[src/rtl/iir_decim_pkg.sv]
// Shared constants and the signed saturate helper for the iir decimating output stage.
package iir_decim_pkg;

  localparam int DEF_IN_W       = 16;
  localparam int DEF_OUT_W      = 8;
  localparam int DEF_LOG2_N     = 2;
  localparam int DEF_FIFO_DEPTH = 4;

  localparam int OUT_MAX = 127;
  localparam int OUT_MIN = -128;

  // Clamp v into the range of a w-bit two's complement number.
  function automatic logic signed [31:0] sat_signed(input logic signed [31:0] v, input int w);
    logic signed [31:0] hi;
    logic signed [31:0] lo;
    hi = (32'sd1 <<< (w - 1)) - 32'sd1;
    lo = -(32'sd1 <<< (w - 1));
    if (v > hi) begin
      return hi;
    end else if (v < lo) begin
      return lo;
    end else begin
      return v;
    end
  endfunction

endpackage

[src/rtl/iir_decim_fifo.sv]
// Small synchronous FIFO; head is shown combinationally and reads 0 while empty.
module iir_decim_fifo
  import iir_decim_pkg::*;
#(
  parameter int WIDTH = DEF_OUT_W,
  parameter int DEPTH = DEF_FIFO_DEPTH
) (
  input  logic             clk,
  input  logic             rst_n,
  input  logic             i_push,
  input  logic [WIDTH-1:0] i_data,
  input  logic             i_pop,
  output logic             o_full,
  output logic             o_empty,
  output logic [WIDTH-1:0] o_head
);

  localparam int ADDR_W = $clog2(DEPTH);

  logic [WIDTH-1:0]  r_mem [DEPTH];
  logic [ADDR_W-1:0] r_wr_ptr;
  logic [ADDR_W-1:0] r_rd_ptr;
  logic [ADDR_W:0]   r_count;
  logic              w_wr;
  logic              w_rd;

  assign o_empty = (r_count == '0);
  assign o_full  = (r_count == (ADDR_W + 1)'(DEPTH));
  assign w_rd    = i_pop && !o_empty;
  // A pop on the same edge frees the slot a full push needs.
  assign w_wr    = i_push && (!o_full || w_rd);
  assign o_head  = o_empty ? '0 : r_mem[r_rd_ptr];

  always_ff @(posedge clk) begin
    if (w_wr) begin
      r_mem[r_wr_ptr] <= i_data;
    end
  end

  always_ff @(posedge clk or negedge rst_n) begin
    if (!rst_n) begin
      r_wr_ptr <= '0;
      r_rd_ptr <= '0;
      r_count  <= '0;
    end else begin
      if (w_wr) begin
        r_wr_ptr <= r_wr_ptr + ADDR_W'(1);
      end
      if (w_rd) begin
        r_rd_ptr <= r_rd_ptr + ADDR_W'(1);
      end
      case ({w_wr, w_rd})
        2'b10:   r_count <= r_count + (ADDR_W + 1)'(1);
        2'b01:   r_count <= r_count - (ADDR_W + 1)'(1);
        default: r_count <= r_count;
      endcase
    end
  end

endmodule

[src/rtl/iir_decim_out.sv]
// Accumulate-and-dump decimator with saturation and output FIFO for the iir filter.
// Define IIR_DECIM_ROUND_EN for round-half-up averaging; otherwise results truncate toward -inf.
module iir_decim_out
  import iir_decim_pkg::*;
#(
  parameter int IN_W       = DEF_IN_W,
  parameter int OUT_W      = DEF_OUT_W,
  parameter int LOG2_N     = DEF_LOG2_N,
  parameter int FIFO_DEPTH = DEF_FIFO_DEPTH
) (
  input  logic                    clk,
  input  logic                    rst_n,
  input  logic                    in_valid,
  input  logic signed [IN_W-1:0]  data_in,
  output logic                    out_valid,
  input  logic                    out_ready,
  output logic signed [OUT_W-1:0] data_out,
  output logic                    sat_flag,
  output logic [7:0]              drop_cnt
);

`ifdef IIR_DECIM_ROUND_EN
  localparam int GUARD = 1;
`else
  localparam int GUARD = 0;
`endif

  localparam int ACC_W = IN_W + LOG2_N + GUARD;
  localparam logic [LOG2_N-1:0] PH_LAST = '1;

  logic signed [ACC_W-1:0] r_acc;
  logic [LOG2_N-1:0]       r_ph;
  logic                    r_sat_flag;
  logic [7:0]              r_drop_cnt;

  logic signed [ACC_W-1:0] w_sum;
  logic signed [ACC_W-1:0] w_q;
  logic signed [31:0]      w_q_ext;
  logic signed [31:0]      w_sat;
  logic [OUT_W-1:0]        w_res;
  logic                    w_clip;
  logic                    w_dump;
  logic                    w_push;
  logic                    w_pop;
  logic                    w_full;
  logic                    w_empty;
  logic                    w_drop;
  logic [OUT_W-1:0]        w_head;

  assign w_dump = (r_ph == PH_LAST);
  assign w_sum  = r_acc + ACC_W'(data_in);

`ifdef IIR_DECIM_ROUND_EN
  localparam logic signed [ACC_W-1:0] ROUND_HALF = ACC_W'(2 ** (LOG2_N - 1));
  assign w_q = (w_sum + ROUND_HALF) >>> LOG2_N;
`else
  assign w_q = w_sum >>> LOG2_N;
`endif

  assign w_q_ext = 32'(w_q);
  assign w_sat   = sat_signed(w_q_ext, OUT_W);
  assign w_clip  = (w_sat != w_q_ext);
  assign w_res   = OUT_W'(w_sat);

  assign w_push = in_valid && w_dump;
  assign w_pop  = !w_empty && out_ready;
  assign w_drop = w_push && w_full && !w_pop;

  iir_decim_fifo #(
    .WIDTH(OUT_W),
    .DEPTH(FIFO_DEPTH)
  ) u_fifo (
    .clk    (clk),
    .rst_n  (rst_n),
    .i_push (w_push),
    .i_data (w_res),
    .i_pop  (w_pop),
    .o_full (w_full),
    .o_empty(w_empty),
    .o_head (w_head)
  );

  always_ff @(posedge clk or negedge rst_n) begin
    if (!rst_n) begin
      r_acc      <= '0;
      r_ph       <= '0;
      r_sat_flag <= 1'b0;
      r_drop_cnt <= '0;
    end else begin
      if (in_valid) begin
        if (w_dump) begin
          r_acc <= '0;
          r_ph  <= '0;
        end else begin
          r_acc <= w_sum;
          r_ph  <= r_ph + LOG2_N'(1);
        end
      end
      if (w_push && w_clip) begin
        r_sat_flag <= 1'b1;
      end
      if (w_drop && (r_drop_cnt != 8'hFF)) begin
        r_drop_cnt <= r_drop_cnt + 8'd1;
      end
    end
  end

  assign out_valid = !w_empty;
  assign data_out  = w_head;
  assign sat_flag  = r_sat_flag;
  assign drop_cnt  = r_drop_cnt;

endmodule
[config.mk]
export PLATFORM = sky130hd
export DESIGN_NAME = iir_decim_out
export DESIGN_NICKNAME = d
export VERILOG_FILES = /design/src/rtl/iir_decim_pkg.sv /design/src/rtl/iir_decim_fifo.sv /design/src/rtl/iir_decim_out.sv
export SDC_FILE = /design/constraint.sdc
export NUM_CORES = 1
export LEC_CHECK = 0
export ABC_CLOCK_PERIOD_IN_PS = 10600
export BUFFER_PORTS_ARGS = -buffer_cell sky130_fd_sc_hd__buf_4
export CAP_MARGIN = 10
export CORE_MARGIN = 3
export CORE_UTILIZATION = 55
export CTS_CLUSTER_DIAMETER = 120
export CTS_CLUSTER_SIZE = 8
export DETAILED_ROUTE_END_ITERATION = 10
export PLACE_DENSITY = 0.75
export SLEW_MARGIN = 30
export SYNTH_ARGS = -nofsm -noshare
export SYNTH_HDL_FRONTEND = slang
export SYNTH_SLANG_ARGS = --single-unit
[constraint.sdc]
create_clock -name clk -period 10.6 [get_ports clk]
set_clock_uncertainty 0.2 [all_clocks]
set_input_delay 0 -clock clk [delete_from_list [all_inputs] [get_ports clk]]
set_output_delay 0 -clock clk [all_outputs]
set_load 0.05 [all_outputs]
Yosys cells after proc, flatten, opt, wreduce, memory -nomap -nowiden
Memories as Yosys holds them, arrays and structs flattened.
Cells that the tools add are included.
{"block": "word_totals", "elab_cells": 45, "out_inout_bits": 18, "ramBits": 32, "input_bits": 20, "regBits": 36, "mem_count": 1}
{"block": "classes", "n_eq_ne": 6, "mux": 8, "reduce_logical": 14, "n_addsub": 7, "order_cmp": 2}
{"name": "u_fifo.r_mem", "depth": 4, "word_bits": 8, "read_ports": 1, "rd_clocked_by_memory_dff": 0, "wr": 1, "line": "iir_decim_fifo.sv:20", "text": "logic [WIDTH-1:0] r_mem [DEPTH];"}
{"op": "$mux W32", "count": 2}
{"op": "$ne A32 B16 Y1", "count": 1}
{"op": "$add A18 B16 Y18", "count": 1}
{"op": "$mux W18", "count": 1}
{"op": "$gt A16 B8 Y1 const B", "count": 1}
{"op": "$lt A16 B8 Y1 const B", "count": 1}
{"op": "$add A8 B1 Y8 const B", "count": 1}
{"op": "$logic_and A1 B1 Y1", "count": 8}
{"op": "$mux W8", "count": 1}
{"op": "$ne A8 B8 Y1 const B", "count": 1}
{"op": "$add A2 B1 Y2 const B", "count": 3}
{"op": "$pmux W3 S2", "count": 1}
{"op": "$eq A2 B2 Y1 const B", "count": 2}
{"op": "$add A3 B1 Y3 const B", "count": 1}
{"op": "$eq A3 B3 Y1 const B", "count": 1}
{"op": "$logic_not A1 Y1", "count": 3}
{"op": "$logic_not A3 Y1", "count": 1}
{"op": "$sub A3 B1 Y3 const B", "count": 1}
{"op": "$eq A2 B1 Y1 const B", "count": 1}
{"op": "$mux W1", "count": 2}
{"op": "$mux W2", "count": 1}
{"op": "$reduce_bool A2 Y1", "count": 1}
{"op": "$logic_or A1 B1 Y1", "count": 1}

Longest topological paths before layout
Gate-level depths: netlist of the first run.
{"block": "depth", "depth_word": 8, "ltp_mapped": 12}

By module
Synthesis of the first run repeated with hierarchy kept, for this count alone.
{"block": "hier_totals", "hier_cells": 343, "hier_area_um2": 3973.8}
{"mod": "iir_decim_out", "instances": 1, "cells_per_inst": 238, "area_per_inst_um2": 2242.2, "seq_area_each_um2": 725.7}
{"mod": "iir_decim_fifo", "instances": 1, "cells_per_inst": 105, "area_per_inst_um2": 1731.7, "seq_area_each_um2": 1136.1}

Least setup slack after synthesis of the first run
Ideal clock, no wire load.
{"block": "synth_timing", "path_kind": "register -> register", "start": "reg r_acc[0]", "end": "mem u_fifo.r_mem[0][0] (netlist name) (data pin)", "required_time_ps": 10105, "setup_time_ps": 295, "arrival_ps": 2884, "path_stages_with_launch": 13, "setup_slack_ps": 7221, "n_path_buf": 1, "period_less_slack_ps": 3379, "cell_sequence": "dfrtp_1 ha_1 inv_1 fa_1 and2b_1 o2111ai_1 and4b_1 or3_1 and4_1 or3_1 buf_6 o31ai_4 o21ai_0"}
{"block": "synth_via", "elab_chain_cells": 4, "elab_cells_between_ends": 5}
{"element": "start: declaration", "line": "iir_decim_out.sv:31", "text": "logic signed [ACC_W-1:0] r_acc;"}
{"element": "start signal: assignment", "line": "iir_decim_out.sv:95", "text": "r_acc <= w_sum;"}
{"element": "$add A18 B16 Y18 (*)", "line": "iir_decim_out.sv:51", "text": "assign w_sum = r_acc + ACC_W'(data_in);"}
{"element": "$lt A16 B8 Y1", "line": "iir_decim_pkg.sv:20", "text": "end else if (v < lo) begin"}
{"element": "$mux W32", "line": "iir_decim_pkg.sv:20"}
{"element": "$mux W32 (*)", "line": "iir_decim_pkg.sv:18", "text": "if (v > hi) begin"}
{"element": "net u_fifo.i_data[0]", "line": "iir_decim_fifo.sv:11", "text": "input logic [WIDTH-1:0] i_data,"}
{"element": "end: declaration", "line": "iir_decim_fifo.sv:20"}
Mark *: on every way through the listed nets, which the timed path passes. The rest lies on a longest branch.

Worst setup path after layout of the first run
Ends and elaborated chain as after synthesis.

==> results by group, run 1 <==
Synthesis
  • Synth Warn #: 0
  • Most common cell in the netlist: sky130_fd_sc_hd__dfrtp_1
  • Synthesized netlist cell count: 324
  • Synth top area cells: sky130_fd_sc_hd__edfxtp_1 25%, sky130_fd_sc_hd__dfrtp_1 24%, sky130_fd_sc_hd__ha_1 7.5%
  • Number of flip-flops and latches in the synthesized netlist: 68
  • Primary FF master, synth: sky130_fd_sc_hd__dfrtp_1
  • Share of the yosys chip area belonging to registers: 48.7%
  • Cell area after synthesis: 3820 um2
  • Share of Yosys cell area claimed by the top area cell type: 25.1%
  • Syn Area/Cell: 11.8 um2
  • Post-Synthesis Net Count: 369
  • Library cell occupying the most area in the post-synthesis netlist: sky130_fd_sc_hd__edfxtp_1
  • Most numerous cell types in the synthesized netlist: 36 x sky130_fd_sc_hd__dfrtp_1, 32 x sky130_fd_sc_hd__edfxtp_1, 23 x sky130_fd_sc_hd__ha_1
  • Number of distinct library cell variants in the gate-level netlist after synthesis: 60
  • Share of synthesized registers carrying an async set or reset: 52.9%
  • Number of enable flip-flop cells after synthesis: 32

Route
  • Detailed-route DRC error count: 0
  • Highest metal layer with signal wires: met4
  • Initial detailed-routing violation count: about 180
  • Met2 Routed Length: 3.55 mm
  • Total vias in the final route: 2652
  • Average vias per placed instance: between 5 and 6
  • Detailed-route wire length per cell: 16.4 um
  • DRT antenna net count: 0
  • Total met3 wirelength after detailed routing: between 200 and 250 um
  • 1st-pass router iterations: 4
  • Wire length on met1: roughly 3.5 mm
  • Total wirelength of the detailed-routed design: 7.42 mm

Min path
  • WHS Path Cells: 4
  • Hold crit path type: input pin to flip-flop

Cells and area
  • Total area of multi-input combinational cells: 1860 um2
  • Fin nets: 415
  • Area used by sequential logic in the layout: 1860 um2
  • Number of inserted diodes: 0
  • Area overhead of the layout relative to synthesis: 15.3%
  • Fraction of layout cells with a size suffix above 1: 20.3%
  • Fill cell total of the finished layout: 499

Timing
  • Final setup violation count: 0
  • RSZ-0062 raised after global routing: false
  • Number of max-slew violations in the final report: 0
  • Min Clock Period, post-route: 3.76 ns
  • Fraction of the cycle the final worst path needs: roughly 35%
  • Peak clock frequency supported by timing: 0.266 GHz
  • Transition at the pin with the smallest max-transition slack: 0.875 ns
  • Final worst slack: 6.84 ns
  • Final hold violation count: 0
  • Worst rel slew slack: 41.3%
  • Final TNS setup: 0 ns

GRT
  • Total overflow reported by the global router: 0
  • Overall fraction of global-route tracks in use: 20.4%
  • Number of antenna violations at the first check in global routing: 0
  • Largest net degree at the start of global routing: 37
  • Global-route wire length before repair: roughly 12 mm
  • Vias in the first global route: about 2500

Floorplanning
  • Die ar.: 7990 um2
  • I/O pins: 38
  • Row cnt: 29
  • Starting density of the core: 58.5%
  • Core area: around 6500 um2
  • Vert. Die Dim: 89.4 um
  • Horizontal die dimension: 89.4 um

Placement
  • Detailed placer's ending HPWL: 5.36 mm
  • Number of port buffers: 37
  • Placer Congestion: 0.944
  • Worst-case setup slack after placement: 6.82 ns

Power
  • Part of the total power dissipated in combinational logic: 54.0%
  • Leakage power summed over all cells: 1.80 nW
  • Total internal power: 0.778 mW
  • Share of total power in sequential cells: 32.4%
  • Reported net switching power: 0.620 mW
  • Clock share of power: 13.6%
  • Worst vdd rail ir drop: 0.000138 V
  • Cell Pwr Density: ~320 nW/um2
  • Fraction of power spent switching nets: 44.3%

Worst setup path
  • Data arrival time of the worst path: 3.59 ns
  • Worst path cell trace: ha_1 -> inv_1 -> fa_1 -> and2b_1 -> o2111ai_1 -> and4b_1 -> or3_1 -> and4_1 -> or3_1 -> o31ai_4 -> o21ai_0
  • R2r worst-path depth: 11
  • Required time worst endpoint: 10.43 ns
  • Stages on the worst setup path: 11
  • Max FO, Critical Path: 8
  • Largest stage delay on the critical path: 0.52 ns
  • Worst path bufs/invs: 1
  • Critical Path Start Type: flip-flop
  • Cell type of the slowest stage on the worst timing path: sky130_fd_sc_hd__or3_1
  • Critical setup path kind: flip-flop to flip-flop
  • Category of the worst setup path capture point: flip-flop
  • Category of cells accounting for the largest share of critical-path delay: simple AND/OR/NAND/NOR gates
  • Crit path top cell by count: sky130_fd_sc_hd__or3_1
  • Flop2flop setup slack: 6.84 ns

Clocking
  • CTS root buffer: sky130_fd_sc_hd__clkbuf_8
  • Total CTS buffers: 9
  • Number of clock sinks: about 70
  • Worst skew pair latency: 0.34 ns
  • Clock tree from TritonCTS: built
  • # resized after CTS: 0
  • Number of buffers added for setup after CTS: 0
  • Clock transition at the registers of the reported paths: 0.07 ns
  • H-tree depth: 3
  • Clock Path Buffers: 2
  • Total of hold buffers inserted after clock tree synthesis: 7

Job
  • Number of maximum-capacitance constraint violations: 0

Status
  • Status: complete, no violations
power groups by stage:
| stage | combinational [mW] | clock (mW) | sequential, mW |
|---|---|---|---|
| finish | 0.755 | 0.190 | 0.453 |
| global route | 0.833 | 0.206 | 0.462 |
| CTS | 0.756 | 0.194 | 0.453 |
| detailed placement | 0.748 | 0 | 0.458 |
| global placement | 0.730 | 0 | 0.455 |
| floorplan | 0.599 | 0 | 0.438 |
stage by stage:
stage | hold WS [ns] | power [mW] | util, % | instance area (um2) | std cells
floorplan | -0.496 | 1.04 | - | 3820 | 324
global placement | -0.214 | 1.18 | 63.5 | 4150 | 429
detailed placement | -0.210 | 1.21 | 63.6 | 4150 | 429
CTS | 0.00649 | 1.40 | 67.5 | 4410 | 452
global route | 0.0602 | 1.50 | 67.5 | 4410 | 452
finish | 0.0268 | 1.40 | 67.5 | 4410 | 452
worst min-delay path, cell delays in order:
cell                        delay, ns
sky130_fd_sc_hd__buf_4           0.08
sky130_fd_sc_hd__ha_1            0.19
sky130_fd_sc_hd__xor2_1          0.12
sky130_fd_sc_hd__o2bb2ai_1       0.13
layout by cell type (no fill, tap or decap), types with 4 or more instances in the layout:
cell type / instances
sky130_fd_sc_hd__nor2_1: 12
sky130_fd_sc_hd__o21ai_0: 11
sky130_fd_sc_hd__clkbuf_8: 10
sky130_fd_sc_hd__and2_1: 5
sky130_fd_sc_hd__or2_2: 4
sky130_fd_sc_hd__xor2_1: 7
sky130_fd_sc_hd__ha_1: 23
sky130_fd_sc_hd__a22o_1: 5
sky130_fd_sc_hd__xnor2_1: 19
sky130_fd_sc_hd__inv_1: 14
sky130_fd_sc_hd__buf_4: 37
sky130_fd_sc_hd__nand4_1: 7
sky130_fd_sc_hd__or3_1: 5
sky130_fd_sc_hd__edfxtp_1: 32
sky130_fd_sc_hd__o2bb2ai_1: 13
sky130_fd_sc_hd__dlygate4sd3_1: 6
sky130_fd_sc_hd__nand3_1: 7
sky130_fd_sc_hd__dfrtp_1: 36
sky130_fd_sc_hd__nor2b_1: 11
sky130_fd_sc_hd__nand2_1: 19
sky130_fd_sc_hd__mux4_2: 8
sky130_fd_sc_hd__a21oi_1: 21
registers in the layout (all words and copies together), names as in the netlist:
name,cells
u_fifo.r_count,3
r_ph,2
u_fifo.r_wr_ptr,2
u_fifo.r_mem,32
u_fifo.r_rd_ptr,2
sat_flag,1
drop_cnt,8
r_acc,18
routing by layer:
layer | track usage, % | up-vias
met2 | 33.4 | 40
li1 | - | 1314
met1 | 26.9 | 1287
met5 | 0 | -
met4 | 6.22 | 0
met3 | 5.25 | 11
layout make-up:
cell class	count	area share [%]
sequential	68	42.2
timing repair buffer	44	8.11
multi-input combinational	232	42.2
clock inverter	6	0.908
clock buffer	10	3.12
inverter	15	1.28
tap	77	2.18
final timing paths:
kind / end / startpoint
max: u_fifo.r_mem[0][0] / r_acc[0]
min: r_acc[2] / data_in[2]
max reg2reg: u_fifo.r_mem[0][0] / r_acc[0]
min reg2reg: r_acc[9] / r_acc[9]
max in group asynchronous: r_ph[1] / rst_n
min in group asynchronous: u_fifo.r_rd_ptr[1] / rst_n
cells by family (layout without fill, tap and decap cells):
group,count (synthesis),in the layout,synth area share [%]
AOI/OAI and AO/OA,77,77,14.3
DFF,68,68,48.7
muxes,13,13,6.09
and+or+nand+nor,91,91,13.6
adders and majority gates,25,25,8.57
xor gates and xnor gates,26,26,5.96
buffers and inverters,24,75,2.78
No activity file was read; power rests on OpenSTA's default activity.
==> inputs of run 2 (changes only) <==
--- a/config.mk
+++ b/config.mk
@@ -5,7 +5,7 @@
 export SDC_FILE = /design/constraint.sdc
 export NUM_CORES = 1
 export LEC_CHECK = 0
-export ABC_CLOCK_PERIOD_IN_PS = 10600
+export ABC_CLOCK_PERIOD_IN_PS = 3550
 export BUFFER_PORTS_ARGS = -buffer_cell sky130_fd_sc_hd__buf_4
 export CAP_MARGIN = 10
 export CORE_MARGIN = 3
==> constraint.sdc (replaced) <==
create_clock -name clk -period 3.55 [get_ports clk]
set_clock_uncertainty 0.2 [all_clocks]
set_input_delay 0 -clock clk [delete_from_list [all_inputs] [get_ports clk]]
set_output_delay 0 -clock clk [all_outputs]
set_load 0.05 [all_outputs]
==> results by group, run 2 (synthesis results as in run 1) <==
Status
  • Status: finished, violations left
  • Violations in the final reports: negative setup slack

GRT
  • Largest net degree at the start of global routing: 37
  • Total overflow reported by the global router: 0
  • Number of antenna violations at the first check in global routing: 0
  • Overall fraction of global-route tracks in use: 21.7%
  • Global-route wire length before repair: approximately 13 mm
  • Vias in the first global route: 2724

Worst setup path
  • Max FO, Critical Path: 5
  • Data arrival time of the worst path: around 3.4 ns
  • Category of the worst setup path capture point: flip-flop
  • Critical Path Start Type: flip-flop
  • Beginning of the worst register-to-register path: r_acc[0]
  • Worst reg2reg path endpoint: u_fifo.r_mem[3][5]
  • Critical setup path kind: flip-flop to flip-flop
  • R2r worst-path depth: 11
  • Required time worst endpoint: 3.40 ns
  • Flop2flop setup slack: -0.02 ns

Cells and area
  • Most frequent standard cell in the layout excluding fill and tap cells: sky130_fd_sc_hd__buf_4
  • Number of inserted diodes: 0
  • Register name with the most flops: u_fifo.r_mem
  • Most frequent cells in the layout: 56 x sky130_fd_sc_hd__buf_4, 36 x sky130_fd_sc_hd__dfrtp_1, 32 x sky130_fd_sc_hd__edfxtp_1, 22 x sky130_fd_sc_hd__ha_1
  • Fin nets: between 400 and 500
  • Max reg flops: 32
  • Area overhead of the layout relative to synthesis: 21.2%
  • Fraction of layout cells with a size suffix above 1: 26.4%

Floorplanning
  • Row cnt: 29
  • Die ar.: between 7000 and 8000 um2
  • Core area: 6530 um2
  • Vert. Die Dim: 89.4 um
  • I/O pins: 38
  • Horizontal die dimension: between 80 and 90 um
  • Starting density of the core: 58.5%

Clocking
  • H-tree depth: 3
  • CTS root buffer: sky130_fd_sc_hd__clkbuf_8
  • Clock transition at the registers of the reported paths: 0.07 ns
  • Clock tree from TritonCTS: built
  • Worst skew pair latency: 0.34 ns
  • Number of clock sinks: 68
  • Total CTS buffers: 9
  • Clock Path Buffers: 2

Placement
  • Number of port buffers: 37
  • Placer Congestion: 0.906
  • Detailed placer's ending HPWL: 5.69 mm

Route
  • Average vias per placed instance: 5.92
  • Total vias in the final route: 2786
  • Detailed-route wire length per cell: around 17 um
  • Total wirelength of the detailed-routed design: 8.10 mm
  • Initial detailed-routing violation count: 123
  • 1st-pass router iterations: 4
  • Detailed-route DRC error count: 0
  • DRT antenna net count: 0

Timing
  • Final hold violation count: 0
  • Final worst slack: -0.0179 ns
  • RSZ-0062 raised after global routing: true
  • Number of max-slew violations in the final report: 0
  • Fraction of the cycle the final worst path needs: 101%
  • Final TNS setup: -0.0714 ns
  • Worst rel slew slack: ~55%
  • Peak clock frequency supported by timing: 0.280 GHz
  • Final setup violation count: 4
  • Worst hold slack: 0.0301 ns
  • Transition at the pin with the smallest max-transition slack: 0.681 ns
  • Min Clock Period, post-route: about 3.6 ns

Power
  • Leakage power summed over all cells: 1.92 nW
  • Cell Pwr Density: 992 nW/um2
  • Worst vdd rail ir drop: 0.000459 V

Min path
  • Start point of the worst hold path: data_in[2]
  • WHS Path Cells: 4
  • Worst hold path endpoint: r_acc[2]
  • Hold crit path type: input pin to flip-flop

Job
  • Number of maximum-capacitance constraint violations: 0
run 2: cell count changes in the layout (fill, tap and decap cells not counted), moves of 2 or more:
cell / before / now
sky130_fd_sc_hd__o21ai_0: 11 / 9
sky130_fd_sc_hd__a21oi_2: 1 / 3
sky130_fd_sc_hd__o21ai_1: 0 / 2
sky130_fd_sc_hd__buf_4: 37 / 56
sky130_fd_sc_hd__bufinv_16: 0 / 2
sky130_fd_sc_hd__or3_4: 0 / 2
sky130_fd_sc_hd__or3_1: 5 / 3
sky130_fd_sc_hd__a21oi_1: 21 / 19
run 2: routing by layer:
layer / vias to the layer above / track usage (%) / wire length [um]
met5: - / 0 / 0
met4: 0 / 7.85 / 116
met3: 9 / 5.44 / 258
met2: 49 / 33.9 / 3930
met1: 1375 / 29.6 / 3800
li1: 1353 / - / -
run 2: through the flow:
step | setup WS, ns | utilization, % | cell area (um2) | std cells | total power, mW
3_3_place_gp | -0.00133 | 65.2 | 4260 | 444 | 3.69
3_5_place_dp | -0.0709 | 65.2 | 4260 | 444 | 3.77
4_1_cts | 0.0456 | 70.0 | 4570 | 467 | 4.52
2_1_floorplan | 0.171 | - | 3820 | 324 | 3.09
6_report | -0.0179 | 71.0 | 4640 | 471 | 4.60
5_1_grt | -0.160 | 71.0 | 4640 | 471 | 4.92
run 2: timing repair:
item	4_1_cts	5_1_grt
cloned	0	0
hold endpoints to repair	45	0
pin swaps	4	8
gates resized for setup	4	8
endpoints found under the setup margin	24	28
hold buffers	7	0
buffers inserted	0	4
run 2: worst max-delay path by stage:
stage	start	slack (ns)	depth (start not counted)	endpoint
CTS	r_acc[0]	0.05	11	u_fifo.r_mem[3][1]
detailed placement	r_acc[0]	-0.07	11	u_fifo.r_mem[0][4]
global route	r_acc[0]	-0.16	11	u_fifo.r_mem[1][5]
global placement	r_acc[0]	-0.001	11	u_fifo.r_mem[1][4]
floorplan	r_acc[0]	0.17	12	u_fifo.r_mem[0][0]
finish	r_acc[0]	-0.02	11	u_fifo.r_mem[3][5]
run 2: worst max-delay path, stage by stage (launching register included):
cell and delay [ns]:
sky130_fd_sc_hd__dfrtp_1 0.35, sky130_fd_sc_hd__ha_2 0.19, sky130_fd_sc_hd__inv_2 0.04, sky130_fd_sc_hd__fa_2 0.34
sky130_fd_sc_hd__and2b_1 0.22, sky130_fd_sc_hd__o2111ai_2 0.11, sky130_fd_sc_hd__and4b_1 0.23, sky130_fd_sc_hd__or3_4 0.39
sky130_fd_sc_hd__and4_1 0.16, sky130_fd_sc_hd__or3_4 0.43, sky130_fd_sc_hd__nor4b_1 0.44, sky130_fd_sc_hd__o22ai_2 0.19
run 2: power by group:
group          total (mW)  switching, mW  internal [mW]  leakage [nW]
clock               0.713          0.299          0.415         0.116
combinational        2.53           1.48           1.06          1.06
sequential           1.35          0.170           1.18         0.738
run 2: area by class of cell:
type / instances / area, um2
multi-input combinational: 232 / 1900
fill: 475 / 1900
clock inverter: 6 / 87.6
tap: 77 / 96.3
timing repair buffer: 63 / 500
sequential: 68 / 1860
inverter: 15 / 56.3
clock buffer: 10 / 138
